==> src/rtl/uart_pkg.sv <==
// Shared UART definitions: FSM state encoding and default baud parameters,
// common to the transmitter and receiver.
package uart_pkg;

  typedef enum logic [1:0] {
    IDLE  = 2'b00,
    START = 2'b01,
    DATA  = 2'b10,
    STOP  = 2'b11
  } uart_state_e;

  localparam int unsigned DEFAULT_BAUDRATE     = 115200;
  localparam int unsigned DEFAULT_CLK_FREQ_MHZ = 125;
  localparam int unsigned OVERSAMPLE           = 16;

  function automatic int unsigned baud_count(input int unsigned clk_mhz,
                                             input int unsigned baud);
    return (clk_mhz * 1_000_000) / (baud * OVERSAMPLE);
  endfunction

endpackage

==> src/rtl/uart_baud_gen.sv <==
// Oversample tick generator: one tick every BAUDRATE_COUNT clocks and a bit
// strobe on every 16th tick; synchronous clear holds both counters at zero.
module uart_baud_gen #(
  parameter int unsigned BAUDRATE_COUNT = 67
) (
  input  logic clk,
  input  logic rst,
  input  logic clr,
  output logic tick,
  output logic bit_strobe
);

  localparam int unsigned TW = (BAUDRATE_COUNT > 1) ? $clog2(BAUDRATE_COUNT) : 1;

  logic [TW-1:0] tick_cnt;
  logic [3:0]    phase;

  assign tick       = (tick_cnt == TW'(BAUDRATE_COUNT - 1));
  assign bit_strobe = tick && (phase == 4'd15);

  always_ff @(posedge clk) begin
    if (rst || clr) begin
      tick_cnt <= '0;
      phase    <= '0;
    end else if (tick) begin
      tick_cnt <= '0;
      phase    <= phase + 4'd1;
    end else begin
      tick_cnt <= tick_cnt + TW'(1);
    end
  end

endmodule

==> src/rtl/uart_tx.sv <==
// UART transmitter: 1 start bit, DATA_WIDTH data bits LSB first, 1 stop bit,
// each bit held for 16*BAUDRATE_COUNT clocks.
module uart_tx
  import uart_pkg::*;
#(
  parameter int unsigned DATA_WIDTH     = 8,
  parameter int unsigned BAUDRATE       = DEFAULT_BAUDRATE,
  parameter int unsigned CLK_FREQ_MHZ   = DEFAULT_CLK_FREQ_MHZ,
  parameter int unsigned BAUDRATE_COUNT = baud_count(CLK_FREQ_MHZ, BAUDRATE)
) (
  input  logic                  clk,
  input  logic                  rst,
  input  logic                  en,
  input  logic                  start,
  input  logic [DATA_WIDTH-1:0] data_i,
  output logic                  tx,
  output logic                  tx_busy,
  output logic                  tx_done
);

  localparam int unsigned BW = (DATA_WIDTH > 1) ? $clog2(DATA_WIDTH) : 1;

  uart_state_e           state_q, state_d;
  logic [DATA_WIDTH-1:0] shift_q, shift_d;
  logic [BW-1:0]         idx_q, idx_d;
  logic                  tx_q, tx_d;
  logic                  done_q, done_d;
  logic                  accept, tick, bit_strobe, step;

  // Counters are held clear throughout IDLE, so the start bit is full length.
  uart_baud_gen #(
    .BAUDRATE_COUNT(BAUDRATE_COUNT)
  ) u_baud_gen (
    .clk       (clk),
    .rst       (rst),
    .clr       (state_q == IDLE),
    .tick      (tick),
    .bit_strobe(bit_strobe)
  );

  assign step   = tick & bit_strobe;
  assign accept = (state_q == IDLE) && start && en;

  always_comb begin
    state_d = state_q;
    shift_d = shift_q;
    idx_d   = idx_q;
    tx_d    = tx_q;
    done_d  = 1'b0;
    case (state_q)
      IDLE: begin
        tx_d = 1'b1;
        if (accept) begin
          state_d = START;
          shift_d = data_i;
          idx_d   = '0;
          tx_d    = 1'b0;
        end
      end
      START: begin
        if (step) begin
          state_d = DATA;
          tx_d    = shift_q[0];
        end
      end
      DATA: begin
        if (step) begin
          if (idx_q == BW'(DATA_WIDTH - 1)) begin
            state_d = STOP;
            tx_d    = 1'b1;
          end else begin
            idx_d   = idx_q + BW'(1);
            shift_d = shift_q >> 1;
            tx_d    = shift_d[0];
          end
        end
      end
      STOP: begin
        if (step) begin
          state_d = IDLE;
          tx_d    = 1'b1;
          done_d  = 1'b1;
        end
      end
      default: state_d = IDLE;
    endcase
  end

  always_ff @(posedge clk) begin
    if (rst) begin
      state_q <= IDLE;
      shift_q <= '0;
      idx_q   <= '0;
      tx_q    <= 1'b1;
      done_q  <= 1'b0;
    end else begin
      state_q <= state_d;
      shift_q <= shift_d;
      idx_q   <= idx_d;
      tx_q    <= tx_d;
      done_q  <= done_d;
    end
  end

  assign tx      = tx_q;
  assign tx_busy = (state_q != IDLE);
  assign tx_done = done_q;

endmodule

==> config.mk <==
export PLATFORM = sky130hd
export DESIGN_NAME = uart_tx
export DESIGN_NICKNAME = d
export VERILOG_FILES = /design/src/rtl/uart_pkg.sv /design/src/rtl/uart_baud_gen.sv /design/src/rtl/uart_tx.sv
export SDC_FILE = /design/constraint.sdc
export NUM_CORES = 1
export LEC_CHECK = 0
export CELL_PAD_IN_SITES_DETAIL_PLACEMENT = 1
export CELL_PAD_IN_SITES_GLOBAL_PLACEMENT = 1
export CORE_MARGIN = 4
export CORE_UTILIZATION = 38
export DETAILED_ROUTE_END_ITERATION = 8
export PLACE_DENSITY_LB_ADDON = 0.1
export SLEW_MARGIN = 20
export SYNTH_ARGS = -nofsm -noshare
export SYNTH_HDL_FRONTEND = slang
export SYNTH_SLANG_ARGS = --single-unit
==> constraint.sdc <==
create_clock -name clk -period 1.8 [get_ports clk]
set_clock_uncertainty 0.1 [all_clocks]
set_input_delay 0.36 -clock clk [delete_from_list [all_inputs] [get_ports clk]]
set_output_delay 0.36 -clock clk [all_outputs]
set_load 0.01 [all_outputs]
# Word level (Yosys, flattened, before mapping)
# Cells that the tools add are included.
# word_totals
register_bits	26
inputBits	12
out_inout_bits	3
elab_cells	57
# classes
add_sub_neg	3
n_eq_ne	12
mux	21
bitwise	2
n_reduce_logical	12
# op_table
op	count
8-bit two-way mux	3
8-bit one-hot mux with 2 select lines	1
2-bit inequality test, second input constant	6
2-bit two-way mux	5
3-bit two-way mux	3
2-bit one-hot mux with 4 select lines	1
7-bit by 1-bit adder with 7-bit output, second input constant	1
7-bit equality test, second input constant	1
1-bit two-way mux	6
3-bit one-hot mux with 2 select lines	1
5-bit AND reduction	1
4-bit by 1-bit adder with 4-bit output, second input constant	1
2-bit equality test, second input constant	2
4-bit equality test, second input constant	1
1-bit one-hot mux with 4 select lines	1
4-bit AND reduction	1
2-bit nonzero test	2
2-bit OR reduction	2
3-bit by 1-bit adder with 3-bit output, second input constant	1
3-bit equality test, second input constant	1
1-bit logical AND	3
3-bit AND reduction	1
2-bit by 1-bit equality test with 1-bit output, second input constant	1
2-bit zero test	1
other kinds (3)	3

# Logic depth before layout (Yosys ltp)
# Gate-level depths: netlist (run 1).
# logic_depth
ltp_word	5
depth_mapped	7
ltp_nobuf	6

# Hierarchy
# From an unflattened synthesis (run 1), not the netlist that was laid out.
# hier_totals
cells_unflattened	147
hier_area_um2	1365.1
# modules_own_cells
mod	instances	cells_per_inst	area_each_um2
uart_tx	1	90	862.1
uart_baud_gen	1	57	503.0

# Worst setup path before layout (run 1)
# Ideal clock, no wire load.
# synth_timing
kind	flip-flop to flip-flop
from	register state_q[0]
to	register shift_q[5]
setup_ns	0.132
arrival_ns	1.551
path_slack_ns	0.018
path_stages_with_launch	8
n_path_buf	1
synth_period_minus_slack_ns	1.782
path_cell_list	dfxtp_1 -> inv_1 -> ha_1 -> inv_2 -> or3_1 -> buf_4 -> a221oi_2 -> nor3_1
# synth_via
elab_chain_len	5
# synth_lines
item	line_no	rtl
start, declared	uart_tx.sv:23	uart_state_e state_q, state_d;
start signal, assigned	uart_tx.sv:97	state_q <= state_d;
2-bit zero test	uart_tx.sv:42, uart_tx.sv:50	
1-bit logical AND (2 in series)	uart_tx.sv:42	assign accept = (state_q == IDLE) && start && en;
2-bit inequality test (no line)	-	
4-bit AND reduction (no line)	-	
end signal, assigned	uart_tx.sv:98	shift_q <= shift_d;
end, declared	uart_tx.sv:24	logic [DATA_WIDTH-1:0] shift_q, shift_d;
# Several ways; a longest one is shown, not always the timed one.
# A chain may end at the register's enable or synchronous reset.

# Worst setup path after layout (run 1)
# layout_timing
from	register idx_q[0]
to	register shift_q[6]
# layout_via
elab_chain_len	3
# layout_lines
item	line_no	rtl
start, declared	uart_tx.sv:25	logic [BW-1:0] idx_q, idx_d;
start signal, assigned	uart_tx.sv:99	idx_q <= idx_d;
3-bit equality test	uart_tx.sv:68	if (idx_q == BW'(DATA_WIDTH - 1)) begin
2-bit inequality test (no line)	-	
4-bit AND reduction (no line)	-	
# Every way passes these cells.

==> flow_summary.json, run 1 <==
{
  "avgSynthCellArea_um2": 9.49,
  "viasPerCell": 5.30,
  "tritoncts": "done",
  "crit_top_cell": "ha_4",
  "core_um2": 3390,
  "synth_warnings": 0,
  "syn_inst": 143,
  "post-route-period-util_pct": 99.3,
  "synthesis.area_um2": 1360,
  "peakVddDrop_mv": 0.444,
  "firstDrtPassIters": 4,
  "whs_ns": 0.398,
  "yosysTopAreaCell": "dfxtp_1",
  "tightest_slew_ns": 0.351,
  "clock_path_buffers": 2,
  "comb_power_share_pct": 44.1,
  "drc": 0,
  "wl_per_cell_um": 15.4,
  "synth.distinct_cells": 36,
  "clkTransAtPathRegs_ns": 0.13,
  "via_count": 1161,
  "cp_top_family": "simple AND/OR/NAND/NOR gates",
  "antenna_cells": 0,
  "grt_pass1_wl_um": 5440,
  "rows": 21,
  "seqPwrFrac_pct": 41.8,
  "die_w_um": 67.8,
  "setup_viol": 0,
  "gp_congestion": 0.780,
  "yosysMostFrequentCell": "dfxtp_1",
  "h-tree-depth": 1,
  "min_period_ns": 1.79,
  "port-buffer-count": 14,
  "drt.antenna.violating_nets": 0,
  "swShare_pct": 36.5,
  "worst-path-max-fanout": 5,
  "slew_viol_final": 0,
  "drive_gt1_share_pct": 30.1,
  "final_nets": 196,
  "synth_top_area_share_pct": 38.3,
  "fin_setup_tns_ns": 0,
  "synth.area.top_cells": "dfxtp_1 38%, ha_1 8.3%, nor3_1 7.0%",
  "clk_latency_ns": 0.32,
  "grt_max_degree": 20,
  "required_ns": 1.91,
  "path_buf_inv": 1,
  "holdCritStartpoint": "idx_q[1]$_SDFFE_PP0P_",
  "rsz0062_at_grt": "yes",
  "die-area_um2": 4590,
  "synthArstFlopShare_pct": 0,
  "utilization_pct": 52.7,
  "endpoint_kind": "flop",
  "synth_edf_count": 0,
  "fmax_ghz": 0.560,
  "clkPwrFrac_pct": 14.1,
  "antenna_found_initial": 0,
  "intPower_uw": 1100,
  "maxSlewHeadroom_pct": 76.3,
  "status": "complete, no violations",
  "finalHoldViolCount": 0,
  "crit_slowest_cell": "dfxtp_2",
  "syn_nets": 164,
  "worstPathCellList": "ha_4 -> ha_4 -> and4b_2 -> nand4_4 -> buf_6 -> a221oi_2 -> nor3_1",
  "critPathLaunchType": "flop",
  "grt_pass1_vias": 1192,
  "r2r_start": "idx_q[0]$_SDFFE_PP0P_",
  "fp.dieH_um": 67.8,
  "num_io_pins": 15,
  "worst-setup-path-type": "reg -> reg",
  "cts_sinks": 26,
  "grt_overflow_total": 0,
  "grt_use_total_pct": 15.6,
  "crit_start": "idx_q[0]$_SDFFE_PP0P_",
  "nFillCells": 375,
  "synthTopCellsByCount": "26 x dfxtp_1, 19 x nor3_1, 9 x ha_1, 9 x nand3_1, 8 x nor2_1",
  "drt-initial-drc-count": 78,
  "synth_flop_cell": "dfxtp_1",
  "ys_seq_area_share_pct": 38.3,
  "drv_cap": 0,
  "areaGrowthSynthToFinish_pct": 31.6,
  "cts_buffers": 3,
  "power_density_nw_per_um2": 970,
  "post-dp-hpwl_um": 2380,
  "worstPathArrival_ns": 1.89,
  "hold_path.class": "reg -> reg",
  "slowest_delay_ns": 0.36,
  "p_sw_uw": 633,
  "drt-total-wl_um": 3370,
  "leakage_uw": 0.000673,
  "ys_ff_latch": 26,
  "initial_core_util_pct": 40.1,
  "root_buffer": "clkbuf_4"
}
kinds of logic after synthesis:
group	count (synthesis)	synth area share [%]
and+or+nand+nor	62	26.2
buffers and inverters	14	5.34
muxes	3	2.21
xor gates and xnor gates	8	5.16
adders and majority gates	9	8.30
DFF	26	38.3
AOI/OAI and AO/OA	21	14.5
stage by stage:
step	area (um2)	cells	total power (uW)	setup WS, ns
after floorplan	1360	143	1130	0.0175
after global placement	1630	212	1370	-0.141
after detailed placement	1630	212	1410	-0.213
after CTS	1710	216	1660	0.00197
after global routing	1790	219	1880	-0.0757
final	1790	219	1730	0.0127
power groups by stage:
| stage | clock (uW) | sequential [uW] | combinational (uW) |
|---|---|---|---|
| finish | 244 | 725 | 764 |
| global route | 292 | 733 | 850 |
| CTS | 258 | 706 | 697 |
| detailed placement | 0 | 716 | 689 |
| global placement | 0 | 711 | 660 |
| floorplan | 0 | 712 | 419 |
state kept, by name (all words and copies together), names as in the netlist:
register,cells
idx_q,3
shift_q,8
u_baud_gen.tick_cnt,7
state_q,2
tx,1
u_baud_gen.phase,4
tx_done,1
final cells by class:
cell class / count / area [um2] / share of cell area, %
timing repair buffer: 34 / 303 / 16.9
tap: 46 / 57.6 / 3.22
multi-input combinational: 103 / 845 / 47.3
clock buffer: 3 / 22.5 / 1.26
inverter: 7 / 31.3 / 1.75
sequential: 26 / 528 / 29.6
final timing paths:
check	endpoint	slack, ns	cells past startpoint
setup / recovery	shift_q[6]$_SDFFE_PP0P_	0.01	7
hold / removal	idx_q[1]$_SDFFE_PP0P_	0.40	2
setup reg to reg	shift_q[6]$_SDFFE_PP0P_	0.01	7
hold reg to reg	idx_q[1]$_SDFFE_PP0P_	0.40	2
per-layer routing:
metal / share of wire [%] / GRT usage [%]
met5: 0 / 0
met4: 1.5 / 5.96
met3: 2.2 / 2.66
met2: 52 / 27.2
met1: 44 / 18.9
placed cells by master (no fill, tap or decap), types with 2 or more instances in the layout:
cell,netlist,routed
nand4_1,2,2
ha_1,9,5
o21ai_0,2,2
buf_4,1,15
and3_1,3,3
a221oi_2,6,7
inv_1,6,4
nand2_1,6,6
nor2_1,8,8
xnor2_1,3,3
a21oi_1,5,4
nand3_1,9,9
nor3_2,1,2
buf_6,2,4
o211ai_1,2,2
dfxtp_1,26,22
mux2i_1,3,3
nor3_1,19,18
dfxtp_2,0,3
clkdlybuf4s50_1,0,13
xor2_1,5,5
ha_4,0,4
inv_4,0,2
nor2b_1,7,7
clkbuf_4,0,3
worst min-delay path: stages, from the launching register on:
cell and delay (ns):
dfxtp_2 0.36, nand3_1 0.06, a21oi_1 0.06
repair_timing:
action                     4_1_cts  5_1_grt
gates resized for setup         13       16
hold endpoints to repair         0        0
buffers inserted                 1        2
gates cloned                     0        1
pin swaps                        3        9
hold buffers                     0        0
setup endpoints to repair        9       18
Note: power is estimated with default switching activity, not from simulation.
==> inputs of run 2 (changes only) <==
- CTS_BUF_LIST: default -> sky130_fd_sc_hd__clkbuf_8 sky130_fd_sc_hd__clkbuf_16
- SKIP_CTS_REPAIR_TIMING: default -> 1
==> run 2 against run 1 <==
- cell count decreased by 0.91%
- sequential cell count unchanged
- fmax increased by 0.14%
- sequential power decreased by 1%
- worst hold slack about the same
- register-to-register slack about the same
- non-clock buffer count decreased by 2
- combinational power decreased by 3.1%
- critical endpoint unchanged
- highest routed layer unchanged
==> flow_summary.json, run 2 (synthesized netlist as in run 1, its figures left out) <==
{
  "num_io_pins": 15,
  "path_buf_inv": 1,
  "whs_ns": 0.398,
  "drc": 0,
  "clkTransAtPathRegs_ns": 0.08,
  "r2r_start": "idx_q[1]$_SDFFE_PP0P_",
  "largest_registers": "shift_q x8, u_baud_gen.tick_cnt x7, u_baud_gen.phase x4",
  "tightest_slew_ns": 0.344,
  "reg2reg_to": "shift_q[6]$_SDFFE_PP0P_",
  "initial_core_util_pct": 40.1,
  "cp_top_family": "simple AND/OR/NAND/NOR gates",
  "cts_buffers": 3,
  "drt.antenna.violating_nets": 0,
  "required_ns": 1.85,
  "root_buffer": "clkbuf_8",
  "power_density_nw_per_um2": 988,
  "core_um2": 3390,
  "die-area_um2": 4590,
  "layout_common_cells": "22 x dfxtp_1, 18 x nor3_1, 14 x buf_4, 13 x clkdlybuf4s50_1, 8 x nor2_1",
  "wl_per_cell_um": 15.1,
  "peakVddDrop_mv": 0.426,
  "maxSlewHeadroom_pct": 76.8,
  "post-route-period-util_pct": 99.2,
  "reg2reg_slack_ns": 0.02,
  "setup_ws_ns": 0.0151,
  "cts_sinks": 26,
  "largest_register_ffs": 8,
  "grt_pass1_vias": 1167,
  "drt-initial-drc-count": 58,
  "status": "complete, no violations",
  "slowest_delay_ns": 0.35,
  "viasPerCell": 5.31,
  "critPathLaunchType": "flop",
  "layout_commonest_cell": "dfxtp_1",
  "worstPathCellList": "ha_4 -> ha_4 -> and4b_2 -> nand4_4 -> buf_6 -> a221oi_2 -> nor3_1",
  "holdCritStartpoint": "shift_q[7]$_SDFFE_PP0P_",
  "fin_setup_tns_ns": 0,
  "min_period_ns": 1.78,
  "leakage_uw": 0.000682,
  "crit_top_cell": "ha_4",
  "die_w_um": 67.8,
  "fin_cells": 217,
  "via_count": 1153,
  "post-dp-hpwl_um": 2380,
  "slew_viol_final": 0,
  "worst-path-max-fanout": 5,
  "drive_gt1_share_pct": 30.4,
  "gp_congestion": 0.780,
  "grt_pass1_wl_um": 5270,
  "place_ws_ns": -0.213,
  "place_inst": 212,
  "setup_viol": 0,
  "crit_start": "idx_q[1]$_SDFFE_PP0P_",
  "tritoncts": "done",
  "final_nets": 194,
  "hold_path.class": "reg -> reg",
  "port-buffer-count": 14,
  "worstPathArrival_ns": 1.83,
  "fmax_ghz": 0.560,
  "rsz0062_at_grt": "yes",
  "rows": 21,
  "firstDrtPassIters": 3,
  "fp.dieH_um": 67.8,
  "finalHoldViolCount": 0,
  "grt_max_degree": 20,
  "antenna_cells": 0,
  "nFillCells": 379,
  "areaGrowthSynthToFinish_pct": 32.3,
  "drt-total-wl_um": 3270,
  "clock_path_buffers": 2,
  "grt_overflow_total": 0,
  "crit_slowest_cell": "dfxtp_2",
  "antenna_found_initial": 0,
  "worst_r2r_path_depth": 7,
  "top_register": "shift_q",
  "grt_use_total_pct": 15.2,
  "endpoint_kind": "flop",
  "hold_path_depth": 2,
  "h-tree-depth": 1,
  "min_to": "shift_q[7]$_SDFFE_PP0P_",
  "worst-setup-path-type": "reg -> reg",
  "drv_cap": 0,
  "clk_latency_ns": 0.26
}
-- run 2: cell count changes in the layout (fill, tap and decap cells not counted), sizes merged --
cell / delta
buf: -2
clkdlybuf4s15: -1
dlymetal6s2s: +1
-- run 2: stage by stage --
stage / cell area (um2) / total power, uW / utilization, %
2_1_floorplan: 1360 / 1130 / -
3_3_place_gp: 1630 / 1370 / 48.1
3_5_place_dp: 1630 / 1410 / 48.1
4_1_cts: 1670 / 1730 / 49.3
5_1_grt: 1800 / 1910 / 53.0
6_report: 1800 / 1770 / 53.0
-- run 2: how the worst max path moves through the flow --
stage | to | slack, ns | depth (start not counted)
global route | shift_q[5]$_SDFFE_PP0P_ | -0.08 | 7
CTS | tx_busy | -0.25 | 4
floorplan | shift_q[5]$_SDFFE_PP0P_ | 0.02 | 7
global placement | idx_q[0]$_SDFFE_PP0P_ | -0.14 | 6
finish | shift_q[6]$_SDFFE_PP0P_ | 0.02 | 7
detailed placement | idx_q[0]$_SDFFE_PP0P_ | -0.21 | 6
-- run 2: layout make-up --
| type | instances | area (um2) | area share, % |
|---|---|---|---|
| multi-input combinational | 103 | 853 | 47.5 |
| sequential | 26 | 526 | 29.2 |
| timing repair buffer | 32 | 293 | 16.3 |
| tap | 46 | 57.6 | 3.20 |
| clock buffer | 3 | 41.3 | 2.30 |
| inverter | 7 | 26.3 | 1.46 |
-- run 2: tightest hold or removal path, cell delays in order, from the launching register on --
cell	delay [ns]
dfxtp_1	0.33
nand3_1	0.07
a21oi_1	0.06
-- run 2: layer usage --
metal / GRT usage (%) / routed length, um / vias to the layer above
li1: - / - / 580
met5: 0 / 0 / -
met1: 18.4 / 1480 / 563
met3: 2.66 / 62 / 2
met4: 5.96 / 14 / 0
met2: 26.6 / 1710 / 8
-- run 2: report_power, final --
| group | internal [uW] | leakage (uW) | switching, uW |
|---|---|---|---|
| Clock | 150 | 0.0000216 | 168 |
| Combinational | 351 | 0.000448 | 388 |
| Sequential | 654 | 0.000213 | 62.7 |
==> inputs of run 3 (changes only) <==
- GPL_TIMING_DRIVEN: default -> 0
- SKIP_LAST_GASP: default -> 1
==> run 3 against run 2 <==
- the flow now finishes with violations (negative setup slack)
- register-to-register slack worse by 0.14 ns
- cell area down 2.2%
- sequential cell count unchanged
- sequential share of layout area up 0.65 points
- fmax down 7.2%
- global-route usage up 1.2 points
- critical path depth up 1
- sequential power up 1%
- combinational power down 3.8%
- largest cell class unchanged
==> flow_summary.json, run 3 (synthesized netlist as in run 1, its figures left out) <==
{
  "status": "complete, but fails checks",
  "violations": "negative setup slack",
  "post-route-period-util_pct": 107,
  "drt-total-wl_um": 3540,
  "grt_pass1_vias": 1250,
  "nFillCells": 389,
  "grt_max_degree": 15,
  "gp_congestion": 0.726,
  "min_period_ns": 1.92,
  "final_nets": 188,
  "worstPathArrival_ns": 1.97,
  "endpoint_kind": "flop",
  "antenna_found_initial": 0,
  "firstDrtPassIters": 4,
  "drt.antenna.violating_nets": 0,
  "finalHoldViolCount": 0,
  "fp.dieH_um": 67.8,
  "drc": 0,
  "port-buffer-count": 13,
  "total_power_uw": 1820,
  "initial_core_util_pct": 40.1,
  "drt-initial-drc-count": 66,
  "viasPerCell": 5.45,
  "setup_viol": 8,
  "swShare_pct": 36.0,
  "drive_gt1_share_pct": 24.1,
  "h-tree-depth": 1,
  "top_register": "shift_q",
  "tritoncts": "done",
  "leakage_uw": 0.000656,
  "worst-setup-path-type": "reg -> reg",
  "grt_overflow_total": 0,
  "areaGrowthSynthToFinish_pct": 29.5,
  "cts_buffers": 3,
  "grt_use_total_pct": 16.5,
  "required_ns": 1.84,
  "cts_sinks": 26,
  "clock_path_buffers": 2,
  "layout_common_cells": "22 x dfxtp_1, 19 x nor3_1, 12 x clkdlybuf4s50_1, 9 x nand3_1, 8 x nor2_1",
  "root_buffer": "clkbuf_8",
  "fmax_ghz": 0.520,
  "clkTransAtPathRegs_ns": 0.10,
  "rows": 21,
  "wl_per_cell_um": 16.7,
  "rsz0062_at_grt": "yes",
  "p_sw_uw": 656,
  "multi_input_area_um2": 846,
  "layout_commonest_cell": "dfxtp_1",
  "core_um2": 3390,
  "largest_registers": "shift_q x8, u_baud_gen.tick_cnt x7, u_baud_gen.phase x4",
  "clkPwrFrac_pct": 21.0,
  "tightest_slew_ns": 0.495,
  "drv_cap": 0,
  "antenna_cells": 0,
  "largest_register_ffs": 8,
  "via_count": 1155,
  "intPower_uw": 1170,
  "critPathLaunchType": "flop",
  "hold_path.class": "in -> reg",
  "maxSlewHeadroom_pct": 67.0,
  "seqPwrFrac_pct": 39.9,
  "grt_pass1_wl_um": 5720,
  "comb_power_share_pct": 39.1,
  "die_w_um": 67.8,
  "worst-path-max-fanout": 4,
  "post-dp-hpwl_um": 2480,
  "die-area_um2": 4590,
  "peakVddDrop_mv": 0.470,
  "slew_viol_final": 0,
  "whs_ns": 0.368,
  "seq_area_um2": 526,
  "clk_latency_ns": 0.27,
  "power_density_nw_per_um2": 1040,
  "setup_ws_ns": -0.123,
  "num_io_pins": 15,
  "utilization_pct": 51.9
}
[run 3: per-stage QoR]
step	setup TNS, ns	worst slack, ns	cells	cell area (um2)
floorplan	0	0.0175	143	1360
global placement	-2.21	-0.234	202	1550
detailed placement	-2.87	-0.266	202	1550
CTS	-3.46	-0.460	206	1600
global route	-1.42	-0.177	212	1760
finish	-0.804	-0.123	212	1760
[run 3: layout make-up]
| type | instances | share of cell area (%) |
|---|---|---|
| Buffer | 7 | 3.13 |
| Clock buffer | 4 | 3.13 |
| Inverter | 7 | 1.64 |
| Multi-Input combinational cell | 103 | 48.1 |
| Sequential cell | 26 | 29.9 |
| Tap cell | 46 | 3.27 |
| Timing Repair Buffer | 19 | 10.8 |
[run 3: worst paths after layout]
path | to | slack, ns | startpoint | cells past startpoint
worst max-delay path | shift_q[5]$_SDFFE_PP0P_ | -0.12 | idx_q[0]$_SDFFE_PP0P_ | 8
worst min-delay path | shift_q[3]$_SDFFE_PP0P_ | 0.37 | rst | 2
worst max register to register | shift_q[5]$_SDFFE_PP0P_ | -0.12 | idx_q[0]$_SDFFE_PP0P_ | 8
worst min register to register | u_baud_gen.tick_cnt[0]$_SDFF_PP0_ | 0.38 | u_baud_gen.tick_cnt[0]$_SDFF_PP0_ | 1
[run 3: metal layers]
| metal | part of all wire [%] | GRT usage, % | wire length [um] |
|---|---|---|---|
| met1 | 41 | 17.7 | 1450 |
| met2 | 55 | 31.3 | 1930 |
| met3 | 3.5 | 4.33 | 125 |
| met4 | 0.85 | 4.47 | 30 |
| met5 | 0 | 0 | 0 |
[run 3: worst max-delay path, stage by stage, from the launching register on]
cell	delay, ns
dfxtp_2	0.36
ha_4	0.17
ha_4	0.15
and4b_1	0.30
nand4_4	0.13
buf_8	0.15
buf_12	0.13
a221oi_4	0.24
nor3_1	0.07
[run 3: power by group through the flow]
stage	Sequential, uW	Combinational [uW]	Clock [uW]
2_1_floorplan	712	419	0
3_3_place_gp	717	580	0
3_5_place_dp	725	616	0
4_1_cts	711	619	401
5_1_grt	738	786	422
6_report	726	712	383
